$ cat config.mk
export PLATFORM = sky130hd
export DESIGN_NAME = irq_encoder8
export DESIGN_NICKNAME = d
export VERILOG_FILES = /design/src/rtl/irq_encoder8_pkg.sv /design/src/rtl/irq_encoder8_prio_enc8.sv /design/src/rtl/irq_encoder8.sv
export SDC_FILE = /design/constraint.sdc
export NUM_CORES = 1
export LEC_CHECK = 0
export CORE_MARGIN = 5
export CORE_UTILIZATION = 28
export DETAILED_ROUTE_END_ITERATION = 10
export GPL_ROUTABILITY_DRIVEN = 0
export SYNTH_ARGS = -nofsm -noshare
export SYNTH_HDL_FRONTEND = slang
export SYNTH_SLANG_ARGS = --single-unit
$ cat constraint.sdc
create_clock -name clk_sys -period 3.6 [get_ports clk_sys]
set_input_delay 0.72 -clock clk_sys [delete_from_list [all_inputs] [get_ports clk_sys]]
set_output_delay 0.72 -clock clk_sys [all_outputs]
set_load 0.01 [all_outputs]
$ cat src/rtl/irq_encoder8_pkg.sv
// Shared types, width constants and the lowest-index priority function for
// the eight-line interrupt encoder.
package irq_encoder8_pkg;

    localparam int unsigned IRQ_N = 8;
    localparam int unsigned IRQ_W = 3;

    typedef enum logic [1:0] {
        StIdle = 2'd0,
        StReq  = 2'd1,
        StServ = 2'd2
    } irq_state_e;

    // Returns {valid, num}; index 0 wins, so scan downwards and let lower
    // indices overwrite.
    function automatic logic [IRQ_W:0] prio_enc8(input logic [0:IRQ_N-1] sel);
        logic [IRQ_W:0] res;
        res = '0;
        for (int i = IRQ_N - 1; i >= 0; i--) begin
            if (sel[i]) begin
                res = {1'b1, IRQ_W'(i)};
            end
        end
        return res;
    endfunction

endpackage

$ cat src/rtl/irq_encoder8_prio_enc8.sv
// Combinational lowest-index priority encoder with valid flag; the counterpart
// of the system's 3-to-8 decoders.
module prio_enc8
    import irq_encoder8_pkg::*;
(
    input  logic [0:IRQ_N-1] sel_i,
    output logic             valid_o,
    output logic [0:IRQ_W-1] num_o
);

    always_comb begin
        {valid_o, num_o} = irq_encoder8_pkg::prio_enc8(sel_i);
    end

endmodule

$ cat src/rtl/irq_encoder8.sv
// Interrupt encoder: latches requests, masks, picks the lowest-index channel
// and presents it over an irq/ack handshake, tracking it until eoi.
module irq_encoder8
    import irq_encoder8_pkg::*;
#(
    parameter bit               AUTO_EOI  = 1'b0,
    parameter logic [0:IRQ_N-1] PEND_INIT = 8'h00
) (
    input  logic             clk_sys,
    input  logic             _rst,
    input  logic [0:IRQ_N-1] req,
    input  logic [0:IRQ_N-1] mask,
    input  logic [0:IRQ_N-1] clr,
    input  logic             ack,
    input  logic             eoi,
    output logic             irq,
    output logic [0:IRQ_W-1] num,
    output logic [0:IRQ_N-1] pend,
    output logic             busy
);

    irq_state_e       state_q, state_d;
    logic [0:IRQ_N-1] pend_q, pend_d;
    logic             irq_q, irq_d;
    logic [0:IRQ_W-1] num_q, num_d;
    logic             busy_q, busy_d;

    logic [0:IRQ_N-1] sel;
    logic [0:IRQ_N-1] ackclr;
    logic             ack_hit;
    logic             win_valid;
    logic [0:IRQ_W-1] win_num;

    assign sel = pend_q & mask;

    prio_enc8 u_prio_enc8 (
        .sel_i   (sel),
        .valid_o (win_valid),
        .num_o   (win_num)
    );

    always_comb begin
        ack_hit = (state_q == StReq) && ack;
        ackclr  = '0;
        if (ack_hit) begin
            ackclr[num_q] = 1'b1;
        end
        // A request in the same cycle always wins over any clear.
        pend_d  = (pend_q & ~clr & ~ackclr) | req;

        state_d = state_q;
        irq_d   = irq_q;
        num_d   = num_q;
        busy_d  = busy_q;

        unique case (state_q)
            StIdle: begin
                if (win_valid) begin
                    num_d   = win_num;
                    irq_d   = 1'b1;
                    state_d = StReq;
                end
            end
            StReq: begin
                if (ack_hit) begin
                    irq_d = 1'b0;
                    if (AUTO_EOI) begin
                        state_d = StIdle;
                    end else begin
                        busy_d  = 1'b1;
                        state_d = StServ;
                    end
                end else if (!pend_d[num_q] || !mask[num_q]) begin
                    // Request vanished before the CPU took it; num is kept.
                    irq_d   = 1'b0;
                    state_d = StIdle;
                end
            end
            StServ: begin
                if (eoi) begin
                    busy_d  = 1'b0;
                    state_d = StIdle;
                end
            end
            default: begin
                irq_d   = 1'b0;
                busy_d  = 1'b0;
                state_d = StIdle;
            end
        endcase
    end

    always_ff @(posedge clk_sys or negedge _rst) begin
        if (!_rst) begin
            state_q <= StIdle;
            pend_q  <= PEND_INIT;
            irq_q   <= 1'b0;
            num_q   <= '0;
            busy_q  <= 1'b0;
        end else begin
            state_q <= state_d;
            pend_q  <= pend_d;
            irq_q   <= irq_d;
            num_q   <= num_d;
            busy_q  <= busy_d;
        end
    end

    assign irq  = irq_q;
    assign num  = num_q;
    assign pend = pend_q;
    assign busy = busy_q;

endmodule

# Word-level counts from Yosys, hierarchy flattened
# Cells that the tools add are included.
# totals
elab_cells,61
ff_bits,15
mem_bits_rw,0
in_bits,28
latch_bits,0
out_inout_bits,13
romBits,0
n_memories,0
# classes
shifts,0
n_bitwise,9
reduce_logical,10
n_div,0
order_cmp,2
eq_ne,6
add_sub_neg,0
n_mux,29
n_mul,0
# op_table
operator,n
$mux W4,8
$and A8 B8 Y8,3
$not A8 Y8,2
$mux W1,10
$reduce_and A3 Y1,3
$mux W2,4
$mux W8,1
$or A8 B8 Y8,1
$bmux W1 S3,2
$pmux W1 S3,2
$pmux W2 S3,1
$ge A4 B4 Y1 const B,1
$lt A4 B1 Y1 const B,1
$ne A2 B2 Y1 const B,2
$not A3 Y4,1
$demux W1 S3,1
$ne A3 B2 Y1 const B,1
$eq A2 B1 Y1 const B,1
$eq A2 B2 Y1 const B,1
$logic_and A1 B1 Y1,2
$logic_not A1 Y1,2
$logic_not A2 Y1,1
$ne A2 B1 Y1 const B,1
$not A1 Y1,2
2 further kinds,2

# Logic depth before layout (Yosys ltp)
# logic_depth
ltp_word,17
mapped_depth,5
ltp_nobuf,5

# Hierarchy
# Synthesis repeated with hierarchy kept, for this count alone.
# hier_totals
cells_unflattened,113
area_unflattened_um2,968.4
# by_module_without_submodules
module,cells_each,seq_area_each_um2,n_inst,area_each_um2
irq_encoder8,99,375.4,1,885.8
prio_enc8,14,0.0,1,82.6

# Worst setup path after synthesis
# OpenSTA, ideal clock, no wires.
# synth_timing
path_kind,input-to-reg
startpoint,input mask[0] (netlist bit)
endpoint,"register irq_q, in the netlist irq"
required_time_ns,3.505
setup_slack_ns,1.711
path_buffers,0
arrival_time_ns,1.794
stages,5
setup_ns,0.095
cell_sequence,nor2b_1 a2111oi_1 a41o_1 or4_4 o32ai_2
# synth_between
elab_chain_len,7
elab_cells_between_ends,10
# synth_lines
element,line_no,source
from (decl),irq_encoder8.sv:12,"input logic [0:IRQ_N-1] mask,"
$bmux W1 S3,irq_encoder8.sv:73,end else if (!pend_d[num_q] || !mask[num_q]) begin
$mux W1 (not written as such) (2 in series),irq_encoder8.sv:73,
$logic_not A1 Y1,irq_encoder8.sv:73,
$logic_or A1 B1 Y1,irq_encoder8.sv:73,
$ne A3 B2 Y1 (no line),n/a,
$reduce_and A3 Y1 (no line) *,n/a,
to (signal assigned),irq_encoder8.sv:103,irq_q <= irq_d;
to (decl),irq_encoder8.sv:24,"logic irq_q, irq_d;"
# Every way passes the cells marked *; elsewhere a longest branch is shown, timed or not. The select of a mux whose other input is x is not followed.
# A chain may end at the register's enable or synchronous reset.

# Worst setup path after layout
# layout_timing
startpoint,"register num_q, in the netlist num[1]"
endpoint,output num[1] (netlist bit)
# layout_lines
element,line_no,source
from (decl),irq_encoder8.sv:25,"logic [0:IRQ_W-1] num_q, num_d;"
from (signal assigned),irq_encoder8.sv:104,num_q <= num_d;
to (decl),irq_encoder8.sv:17,"output logic [0:IRQ_W-1] num,"
# No word-level cell between the ends.

==> metrics.csv <==
stage,metric,value,unit
cells_and_area,area grow syn2layout,49.46,%
drt,Detailed Route WL,2990,um
flow_run,total of max-cap violations,0,
power_and_ir_drop,Seq pwr share,0.421,
setup_path,Worst Setup SP,num[1]$_DFFE_PN0P_,
yosys,Synth Area in Simple Gates,0.2681,
global_route,largest net degree at the start of global routing,18,
placed_design,IO buf count,40,
yosys,synthesized area,933.4,um2
drt,drt drc,0,
yosys,xor/xnor cell area share of the yosys netlist,0,
sta,final setup margin,1.196,ns
global_route,number of global-route vias before repair,933,
yosys,Yosys reg bits,15,
global_route,Tot GR Track Use,0.1333,
setup_path,Buf/Inv on CP,1,
power_and_ir_drop,switching share of power,0.4237,
sta,slew at the pin closest to its max-slew limit,0.7583,ns
sta,final setup TNS,0,ns
yosys,adder-cell area share of the yosys netlist,0,
clock_tree,root buffer cell,clkbuf_4,
yosys,mux cell area share after synthesis,0,
min_path,Hold WC Path Type,register to register,
drt,Routed Antenna Nets,0,
yosys,Compound-Gate Fraction of Synth Area,0.2842,
floorplan,I/O Pins,41,
clock_tree,Post-CTS Hold Buffers,0,
cells_and_area,antenna cells,0,
drt,DRT iter0 DRCs,36,
cells_and_area,most frequent cells in the layout,"clkdlybuf4s50_1, dfrtp_1, nand2_1",
power_and_ir_drop,Peak supply drop,0.2910,mV
clock_tree,clock latency on the worst-skew pair,0.29,ns
setup_path,Reg2Reg Setup Slack,1.67,ns
setup_path,WS Path Type,register to output pin,
outcome,status,completed,
power_and_ir_drop,power per cell area,547.7,nW/um2
sta,Slew Limit Fails,0,
floorplan,Die Ht,67.74,um
drt,DR WL/cell,15.41,um
setup_path,delay of the slowest cell on the worst path,0.73,ns
placed_design,worst slack at placement,1.062,ns
placed_design,placed inst area,1368,um2
sta,Worst Skew,0.007188,ns
yosys,post-synth top area cell,dfrtp_1,
cells_and_area,Finished Layout Cells,194,
sta,Setup-failing EPs final,0,
placed_design,DP HPWL,2318,um
global_route,global-route wire length before repair,4595,um
floorplan,Initial Utilization,0.2842,
yosys,post-synth net total,136,
power_and_ir_drop,Logic pwr share,0.443,
setup_path,RR Startpoint,num[1]$_DFFE_PN0P_,
clock_tree,"Clk pin slew, worst setup/hold paths",0.10,ns
power_and_ir_drop,leakage power,0.5417,nW
min_path,Hold Path Depth,2,
global_route,global route overflow,0,
setup_path,critical path arrival,1.68,ns
floorplan,CORE AREA,3284,um2
global_route,initial antenna violation count,0,
sta,minimum clock period,2.404,ns
cells_and_area,Final #Nets,177,
sta,Final Cycle Share,0.6677,
setup_path,"Req. time, crit path",2.88,ns
min_path,hold_sp,busy$_DFFE_PN0P_,
power_and_ir_drop,clock share of power,0.136,
clock_tree,buffer count from post-CTS setup fixing,0,
setup_path,CP Max Fanout,17,
setup_path,crit start category,register,
drt,vias per cell,5.103,
placed_design,DP Cell Count,190,
clock_tree,clock buffer depth,2,
setup_path,CP max-delay cell,dfrtp_1,
sta,Fmax,416.0,MHz
cells_and_area,layout cells sized above 1,0.04730,
clock_tree,CTS tree,built,
min_path,WHS Endpoint,busy$_DFFE_PN0P_,
setup_path,crit path capture type,output pin,
floorplan,die area,4588,um2
floorplan,num rows,21,
drt,drt first pass iters,4,
sta,worst relative slew slack,0.4929,
clock_tree,PostCTS Resize Cnt,0,
floorplan,die width,67.74,um
yosys,largest family of logic cells by synthesized area,compound AO/OA/AOI/OAI gates,
drt,via count,990,
setup_path,Reg2Reg Depth,4,
yosys,register area share after synthesis,0.4021,
setup_path,CP top delay family,flip-flops,
setup_path,crit path cell chain,clkdlybuf4s50_1,
power_and_ir_drop,Internal Power,0.4403,mW
clock_tree,CTS Buf Count,3,
clock_tree,CTS Sinks,15,
yosys,Mapped Avg Cell Area,8.643,um2
sta,unrepaired setup endpoints after global routing,no,
yosys,library cells used by synthesis,37,
cells_and_area,"leading cell type in the layout, fill and taps excluded",clkdlybuf4s50_1,
sta,Fin. Hold Viols,0,
yosys,YS warnings,0,
setup_path,Reg-to-Reg End,irq$_DFFE_PN0P_,
cells_and_area,cell area after layout,1395,um2
yosys,Synth top area share,0.4021,
clock_tree,H-Tree Depth,1,
yosys,leading post-synthesis cells by cell area,"dfrtp_1, nor2b_1, o21ai_0",
power_and_ir_drop,switching power,0.3238,mW
yosys,Mapped Cells,108,
-- final cells by class --
class                   count  area [um2]
repair buffers             40       400.4
well taps                  46       57.56
fillers                   352        1889
clock buffers               3       22.52
flip-flops and latches     15       375.4
inverters                   5       18.77
clock inverters             1       5.005
multi-input cells          84       515.5
-- stage by stage --
stage	hold slack [ns]	power [mW]	util
5_1_grt	0.5726	0.8238	0.4248
6_report	0.5244	0.7641	0.4248
4_1_cts	0.5360	0.7712	0.4248
2_1_floorplan	0.4244	0.5081	-
3_3_place_gp	0.4887	0.6572	0.4164
3_5_place_dp	0.5073	0.6656	0.4164
-- logic make-up (layout without fill, tap and decap cells) --
logic type,count (synthesis),count (layout)
buf+inv,9,49
simple gates,46,46
flops,15,15
compound gates,38,38
-- state kept, by name, indices dropped and copies added (netlist names) --
name and count:
state_q 2, pend 8, busy 1, irq 1
num 3
-- Yosys cell counts --
| master | instances |
|---|---|
| dfrtp_1 | 15 |
| nand2_1 | 12 |
| o21ai_0 | 9 |
| nor2b_1 | 8 |
| a21oi_1 | 7 |
| nand2b_1 | 6 |
| nor2_1 | 6 |
| a22oi_1 | 5 |
| inv_1 | 5 |
| nand3_1 | 3 |
| a21o_1 | 2 |
| clkbuf_1 | 2 |
| nand4_1 | 2 |
| o21bai_1 | 2 |
| o31ai_1 | 2 |
| a2111oi_1 | 1 |
| a211oi_1 | 1 |
| a22o_1 | 1 |
| a31o_2 | 1 |
| a31oi_1 | 1 |
| a32o_1 | 1 |
| a32oi_1 | 1 |
| a41o_1 | 1 |
| and2_1 | 1 |
| buf_2 | 1 |
| buf_6 | 1 |
| nand3b_1 | 1 |
| nand4b_1 | 1 |
| nor3_1 | 1 |
| nor3b_1 | 1 |
| nor4_1 | 1 |
| o211ai_1 | 1 |
| o22a_1 | 1 |
| o32ai_2 | 1 |
| or2b_1 | 1 |
| or4_1 | 1 |
| or4_4 | 1 |
-- worst max path at each step --
stage / depth (start not counted) / to / slack [ns]
6_report: 1 / num[1] / 1.20
2_1_floorplan: 5 / irq$_DFFE_PN0P_ / 1.71
3_3_place_gp: 6 / irq$_DFFE_PN0P_ / 1.13
3_5_place_dp: 6 / irq$_DFFE_PN0P_ / 1.06
4_1_cts: 1 / num[1] / 1.21
5_1_grt: 1 / num[1] / 1.12
-- layer usage --
layer  track usage  up-vias  wire [um]
li1              -      478          -
met4       0.04557        0         15
met5             0        -          0
met1        0.1860      465       1359
met2        0.1981       45       1321
met3       0.03328        2        294
-- power groups by stage --
stage	clock network, mW	registers (mW)	logic (mW)
6_report	0.104	0.322	0.339
4_1_cts	0.107	0.321	0.344
3_5_place_dp	0	0.323	0.342
2_1_floorplan	0	0.276	0.232
3_3_place_gp	0	0.320	0.337
5_1_grt	0.113	0.337	0.374
(Power assumes the default switching activity.)
